<file path="src/rtl/sram_ext_loader_if.sv">
// Command, load-stream, dump-stream and sram external-port signals of sram_ext_loader.
// master = the loader, slave = whoever issues commands and owns the memory.
interface sram_ext_loader_if #(
  parameter int ADDR_W = 8,
  parameter int DATA_W = 16
);
  logic              cmd_valid;
  logic              cmd_ready;
  logic              cmd_op;
  logic [ADDR_W-1:0] cmd_base;
  logic [ADDR_W:0]   cmd_len;

  logic              in_valid;
  logic              in_ready;
  logic [DATA_W-1:0] in_data;

  logic              out_valid;
  logic              out_ready;
  logic [DATA_W-1:0] out_data;

  logic              busy;
  logic              done;

  logic [DATA_W-1:0] addr_ext;
  logic              wen_ext;
  logic              ren_ext;
  logic [DATA_W-1:0] wdata_ext;
  logic [DATA_W-1:0] rdata_ext;

  modport master (
    input  cmd_valid, cmd_op, cmd_base, cmd_len,
    input  in_valid, in_data, out_ready, rdata_ext,
    output cmd_ready, in_ready, out_valid, out_data,
    output busy, done, addr_ext, wen_ext, ren_ext, wdata_ext
  );

  modport slave (
    output cmd_valid, cmd_op, cmd_base, cmd_len,
    output in_valid, in_data, out_ready, rdata_ext,
    input  cmd_ready, in_ready, out_valid, out_data,
    input  busy, done, addr_ext, wen_ext, ren_ext, wdata_ext
  );
endinterface

</file>
<file path="src/rtl/sram_ext_loader.sv">
// Drives the sram external port: loads a valid/ready stream into consecutive words,
// or dumps consecutive words onto a valid/ready stream (1 word per 3 cycles peak).
module sram_ext_loader #(
  parameter int ADDR_W = 8,
  parameter int DATA_W = 16
) (
  input logic               clk,
  input logic               rst,
  sram_ext_loader_if.master bus
);
  typedef enum logic [2:0] {IDLE, LOAD, RD_ISSUE, RD_CAP, RD_OUT, DONE} state_t;

  localparam logic [ADDR_W-1:0] IDX_ONE = 1;
  localparam logic [ADDR_W:0]   REM_ONE = 1;

  state_t            state, state_n;
  logic [ADDR_W-1:0] idx, idx_n;
  logic [ADDR_W:0]   remain, remain_n;
  logic [DATA_W-1:0] out_data_n, addr_n, wdata_n;
  logic              out_valid_n, busy_n, done_n, wen_n, ren_n;

  function automatic logic [DATA_W-1:0] byte_addr(input logic [ADDR_W-1:0] word);
    logic [DATA_W-1:0] a;
    a = '0;
    a[ADDR_W+1:0] = {word, 2'b00};
    return a;
  endfunction

  assign bus.cmd_ready = (state == IDLE);
  assign bus.in_ready  = (state == LOAD);

  always_comb begin
    state_n    = state;
    idx_n      = idx;
    remain_n   = remain;
    out_data_n = bus.out_data;
    addr_n     = bus.addr_ext;
    wdata_n    = bus.wdata_ext;
    wen_n      = 1'b0;
    ren_n      = 1'b0;
    case (state)
      IDLE: begin
        if (bus.cmd_valid) begin
          idx_n    = bus.cmd_base;
          remain_n = bus.cmd_len;
          if (bus.cmd_len == '0) state_n = DONE;
          else if (!bus.cmd_op)  state_n = LOAD;
          else                   state_n = RD_ISSUE;
        end
      end
      LOAD: begin
        if (bus.in_valid) begin
          wen_n    = 1'b1;
          addr_n   = byte_addr(idx);
          wdata_n  = bus.in_data;
          idx_n    = idx + IDX_ONE;
          remain_n = remain - REM_ONE;
          if (remain == REM_ONE) state_n = DONE;
        end
      end
      RD_ISSUE: state_n = RD_CAP;
      RD_CAP: begin
        out_data_n = bus.rdata_ext;
        idx_n      = idx + IDX_ONE;
        remain_n   = remain - REM_ONE;
        state_n    = RD_OUT;
      end
      RD_OUT: begin
        if (bus.out_ready) state_n = (remain != '0) ? RD_ISSUE : DONE;
      end
      DONE:    state_n = IDLE;
      default: state_n = IDLE;
    endcase
    // The read strobe is registered, so it is raised on entry into RD_ISSUE.
    if (state_n == RD_ISSUE) begin
      ren_n  = 1'b1;
      addr_n = byte_addr(idx_n);
    end
    out_valid_n = (state_n == RD_OUT);
    busy_n      = (state_n != IDLE);
    done_n      = (state_n == DONE);
  end

  always_ff @(posedge clk) begin
    if (rst) begin
      state         <= IDLE;
      idx           <= '0;
      remain        <= '0;
      bus.out_valid <= 1'b0;
      bus.out_data  <= '0;
      bus.busy      <= 1'b0;
      bus.done      <= 1'b0;
      bus.addr_ext  <= '0;
      bus.wen_ext   <= 1'b0;
      bus.ren_ext   <= 1'b0;
      bus.wdata_ext <= '0;
    end else begin
      state         <= state_n;
      idx           <= idx_n;
      remain        <= remain_n;
      bus.out_valid <= out_valid_n;
      bus.out_data  <= out_data_n;
      bus.busy      <= busy_n;
      bus.done      <= done_n;
      bus.addr_ext  <= addr_n;
      bus.wen_ext   <= wen_n;
      bus.ren_ext   <= ren_n;
      bus.wdata_ext <= wdata_n;
    end
  end
endmodule

</file>
<file path="src/flat_wrapper.sv">
// flat-port wrapper written by rule: the top's interface ports become plain ports
module sram_ext_loader_flat 
#(
  parameter int ADDR_W = 8,
  parameter int DATA_W = 16
)
  (clk, rst, bus_cmd_valid, bus_cmd_op, bus_cmd_base, bus_cmd_len, bus_in_valid, bus_in_data, bus_out_ready, bus_rdata_ext, bus_cmd_ready, bus_in_ready, bus_out_valid, bus_out_data, bus_busy, bus_done, bus_addr_ext, bus_wen_ext, bus_ren_ext, bus_wdata_ext);
  sram_ext_loader_if #(.ADDR_W(ADDR_W), .DATA_W(DATA_W)) bus_i ();
  input logic clk;
  input logic rst;
  input wire logic [$bits(bus_i.cmd_valid)-1:0] bus_cmd_valid;
  input wire logic [$bits(bus_i.cmd_op)-1:0] bus_cmd_op;
  input wire logic [$bits(bus_i.cmd_base)-1:0] bus_cmd_base;
  input wire logic [$bits(bus_i.cmd_len)-1:0] bus_cmd_len;
  input wire logic [$bits(bus_i.in_valid)-1:0] bus_in_valid;
  input wire logic [$bits(bus_i.in_data)-1:0] bus_in_data;
  input wire logic [$bits(bus_i.out_ready)-1:0] bus_out_ready;
  input wire logic [$bits(bus_i.rdata_ext)-1:0] bus_rdata_ext;
  output wire logic [$bits(bus_i.cmd_ready)-1:0] bus_cmd_ready;
  output wire logic [$bits(bus_i.in_ready)-1:0] bus_in_ready;
  output wire logic [$bits(bus_i.out_valid)-1:0] bus_out_valid;
  output wire logic [$bits(bus_i.out_data)-1:0] bus_out_data;
  output wire logic [$bits(bus_i.busy)-1:0] bus_busy;
  output wire logic [$bits(bus_i.done)-1:0] bus_done;
  output wire logic [$bits(bus_i.addr_ext)-1:0] bus_addr_ext;
  output wire logic [$bits(bus_i.wen_ext)-1:0] bus_wen_ext;
  output wire logic [$bits(bus_i.ren_ext)-1:0] bus_ren_ext;
  output wire logic [$bits(bus_i.wdata_ext)-1:0] bus_wdata_ext;
  assign bus_i.cmd_valid = bus_cmd_valid;
  assign bus_i.cmd_op = bus_cmd_op;
  assign bus_i.cmd_base = bus_cmd_base;
  assign bus_i.cmd_len = bus_cmd_len;
  assign bus_i.in_valid = bus_in_valid;
  assign bus_i.in_data = bus_in_data;
  assign bus_i.out_ready = bus_out_ready;
  assign bus_i.rdata_ext = bus_rdata_ext;
  assign bus_cmd_ready = bus_i.cmd_ready;
  assign bus_in_ready = bus_i.in_ready;
  assign bus_out_valid = bus_i.out_valid;
  assign bus_out_data = bus_i.out_data;
  assign bus_busy = bus_i.busy;
  assign bus_done = bus_i.done;
  assign bus_addr_ext = bus_i.addr_ext;
  assign bus_wen_ext = bus_i.wen_ext;
  assign bus_ren_ext = bus_i.ren_ext;
  assign bus_wdata_ext = bus_i.wdata_ext;
  sram_ext_loader #(.ADDR_W(ADDR_W), .DATA_W(DATA_W)) u_core (.clk(clk), .rst(rst), .bus(bus_i));
endmodule
</file>
<file path="config.mk">
export PLATFORM = sky130hd
export DESIGN_NAME = sram_ext_loader_flat
export DESIGN_NICKNAME = d
export VERILOG_FILES = /design/src/rtl/sram_ext_loader_if.sv /design/src/rtl/sram_ext_loader.sv /design/src/flat_wrapper.sv
export SDC_FILE = /design/constraint.sdc
export NUM_CORES = 1
export LEC_CHECK = 0
export ABC_AREA = 1
export ABC_CLOCK_PERIOD_IN_PS = 2000
export BUFFER_PORTS_ARGS = -buffer_cell sky130_fd_sc_hd__buf_2
export CORE_MARGIN = 2
export CORE_UTILIZATION = 35
export CTS_CLUSTER_DIAMETER = 30
export CTS_CLUSTER_SIZE = 25
export DETAILED_ROUTE_END_ITERATION = 10
export GPL_TIMING_DRIVEN = 1
export PLACE_DENSITY = 0.6
export SYNTH_ARGS = -nofsm -noshare
export SYNTH_HDL_FRONTEND = slang
export SYNTH_SLANG_ARGS = --single-unit
</file>
<file path="constraint.sdc">
create_clock -name clk -period 2 [get_ports clk]
set_clock_uncertainty 0.1 [all_clocks]
set_input_delay 0.1 -clock clk [delete_from_list [all_inputs] [get_ports clk]]
set_output_delay 0.1 -clock clk [all_outputs]
set_load 0.05 [all_outputs]
</file>
==> reports/results.txt <==
Via density: 4.75
TritonCTS Buffers: 9
Postcts setup bufs: 0
VDD IR-drop max: 0.000486 V
Height of the die: 98.7 µm
Synth Instances: 457
Syn Area/Cell: 6.87 µm²
Largest net degree at the start of global routing: 33
CTS root buf: clkbuf_8
CP max FO: 25
Crit path DAT: 2.00 ns
Htree depth: 3
Fill cells: 878
Tcrit/Tclk final: 91.2%
FF-to-FF End: u_core.bus.addr_ext[9]$_SDFFE_PP0P_
Worst setup SP type: register
Crit. End Element: register
RR Startpoint: u_core.state[2]$_SDFF_PP0_
Fmax: 548 MHz
Sequential fraction of the synthesis area: 41.5%
Initial antenna violation count: 0
Cell Chain, Critical Path: inv_2 > nand3_2 > nor2_1 > inv_1 > nand3_1 > a21oi_2
Synthesis Warnings: 0
Drc violations: 0
Least-Margin Pin Slew: 0.752 ns
Setup-failing EPs final: 0
CP required: 2.18 ns
Die area: 9740 µm²
FF-to-FF path depth: 6
Critical path destination: u_core.bus.addr_ext[9]$_SDFFE_PP0P_
Synth cell types: 33
Tmin final: 1.82 ns
Clock transition at path regs: 0.07 ns
Unrepaired setup endpoints after global routing: false
Fin util: 50.1%
Critical Path Start: u_core.state[2]$_SDFF_PP0_
Critical path class: reg -> reg
Post-route ant nets: 0
Vias: 3398
Synth-to-Final Area Change: 39.1%
Run status: complete, no violations
Slew HR: 49.8%
Gpl congestion: 0.920
Final hold slack: 0.0192 ns
Largest stage delay, worst path: 0.56 ns
Port Buf Inserts: 101
Setup TNS: 0 ns
Ports: 110
Vias in the first global route: 3297
Max Cap Violations: 0
WL per Instance: 12.5 µm
Worst R2R Setup Slack: 0.18 ns
Final wirelength: 8.92 mm
Netlist Area Pre-Place: 3140 µm²
Core ar.: 8720 µm²
Clock latency on the worst-skew pair: 0.33 ns
DP HPWL: 6.12 mm
First-pass GRT wire length: 15.1 mm
Final hold viol count: 0
CTS tree: yes
1st-iter DRT viols: 150
Layout cells sized above 1: 24.3%
Overflow after GRT: 0
Crit-path slowest cell: inv_1
CTS max path bufs: 2
Ant diodes: 0
Drt first pass iters: 4
Row cnt: 34
Gr usage total: 19.0%
Register bit count reported by yosys: 65
Die width: 98.7 µm
Hold Path Class: in -> reg
Starting Density: 36.0%
Leakage: 2.20 nW
Clock sinks: 65
Final net count: 663
Pins over their slew limit: 0
Cell Pwr Density: 934 nW/µm²
-- registers in the layout, summed over array words and instances, names as in the netlist, 3 cells and up --
register and cells:
u_core.bus.wdata_ext 16, u_core.state 3, u_core.bus.out_data 16, u_core.idx 8, u_core.remain 9, u_core.bus.addr_ext 8
-- cells by family (layout without fill, tap and decap cells) --
group / Yosys count / count (layout) / synth area share [%]
AND/OR/NAND/NOR: 246 / 246 / 33.7
AO/OA/AOI/OAI: 81 / 81 / 14.2
flip-flops: 65 / 65 / 41.5
buffers and inverters: 58 / 202 / 8.41
adder cells (fa/ha/maj): 4 / 4 / 1.59
XOR/XNOR: 2 / 2 / 0.558
other: 1 / 8 / 0.120
-- layout make-up --
class / instances / area (µm²) / area share [%]
clock inverters: 2 / 37.5 / 0.860
clock buffers: 13 / 159 / 3.64
inverters: 34 / 128 / 2.92
multi-input cells: 341 / 1610 / 36.8
well taps: 108 / 135 / 3.10
flip-flops and latches: 65 / 1300 / 29.8
repair buffers: 153 / 998 / 22.9
-- synthesized netlist by cell type (all sizes together) --
| master | instances | area share (%) |
|---|---|---|
| a211oi | 2 | 0.48 |
| a21oi | 27 | 5.0 |
| a31oi | 1 | 0.20 |
| buf | 15 | 3.3 |
| clkbuf | 9 | 1.1 |
| conb | 1 | 0.12 |
| dfxtp | 65 | 41 |
| ha | 4 | 1.6 |
| inv | 34 | 4.1 |
| nand2 | 90 | 11 |
| nand3 | 35 | 6.7 |
| nand3b | 1 | 0.24 |
| nand4 | 5 | 1.0 |
| nor2 | 113 | 14 |
| nor3 | 1 | 0.52 |
| o211ai | 2 | 0.48 |
| o21ai | 47 | 7.5 |
| o31ai | 1 | 0.24 |
| o32ai | 1 | 0.28 |
| or2 | 1 | 0.20 |
| xnor2 | 1 | 0.28 |
| xor2 | 1 | 0.28 |
-- how the worst min path moves through the flow --
stage                                start                                    end  slack, ns  depth (start not counted)
after global placement    bus_rdata_ext[8]    u_core.bus.out_data[8]$_SDFFE_PP0P_       0.22                          3
final                      bus_cmd_base[4]               u_core.idx[4]$_SDFF_PP0_       0.02                          5
after detailed placement   bus_in_data[14]  u_core.bus.wdata_ext[14]$_SDFFE_PP0P_       0.23                          3
after global routing       bus_cmd_base[4]               u_core.idx[4]$_SDFF_PP0_       0.02                          5
after floorplan                        rst    u_core.bus.addr_ext[2]$_SDFFE_PP0P_       0.07                          1
after CTS                  bus_cmd_base[4]               u_core.idx[4]$_SDFF_PP0_     0.0005                          5
-- per-stage QoR --
stage | area (µm²) | power, mW | worst slack (ns) | cells
after floorplan | 3160 | 2.56 | 0.0173 | 464
after global placement | 3750 | 2.90 | 0.208 | 660
after detailed placement | 3750 | 2.91 | 0.192 | 660
after CTS | 4360 | 4.11 | 0.189 | 716
after global routing | 4370 | 4.34 | 0.00672 | 716
final | 4370 | 4.08 | 0.176 | 716
-- report_power, final --
group          switching (mW)  internal [mW]
Clock                   0.489          0.639
Sequential              0.105           1.44
Combinational           0.961          0.440
Total                    1.56           2.52
-- metal layers --
metal | vias up | wire [µm] | global-route usage [%]
met5 | - | 0 | 0
met4 | 0 | 102 | 5.69
met3 | 10 | 543 | 4.75
met2 | 103 | 4260 | 32.2
met1 | 1540 | 4020 | 24.0
li1 | 1745 | - | -
-- worst max-delay path: cells and delay by family, from the launching register on --
family / cells / cell delay (ns)
flops: 1 / 0.48
buf+inv: 2 / 0.67
simple gates: 3 / 0.37
compound gates: 1 / 0.16
-- cells in the final DEF, fill, tap and decap left out, types with 2 or more instances in the layout --
| master | instances |
|---|---|
| a21oi_2 | 5 |
| conb_1 | 8 |
| clkbuf_8 | 11 |
| buf_2 | 101 |
| ha_1 | 4 |
| nand4_1 | 5 |
| o211ai_1 | 2 |
| a21oi_1 | 21 |
| nor2_2 | 3 |
| nor2_1 | 109 |
| nand2_2 | 3 |
| inv_1 | 30 |
| buf_4 | 11 |
| nand3_1 | 31 |
| clkbuf_1 | 2 |
| nand3_4 | 2 |
| o21ai_0 | 46 |
| nand3_2 | 2 |
| dfxtp_1 | 65 |
| dlygate4sd3_1 | 41 |
| a211oi_1 | 2 |
| inv_2 | 4 |
| nand2_1 | 87 |
-- timing repair --
action                                 in CTS  in global routing
resized for setup                           0                  1
hold buffers                               41                  0
endpoints found under the hold margin      41                  0
setup endpoints to repair                   0                  2
Note: power is estimated with default switching activity, not from simulation.
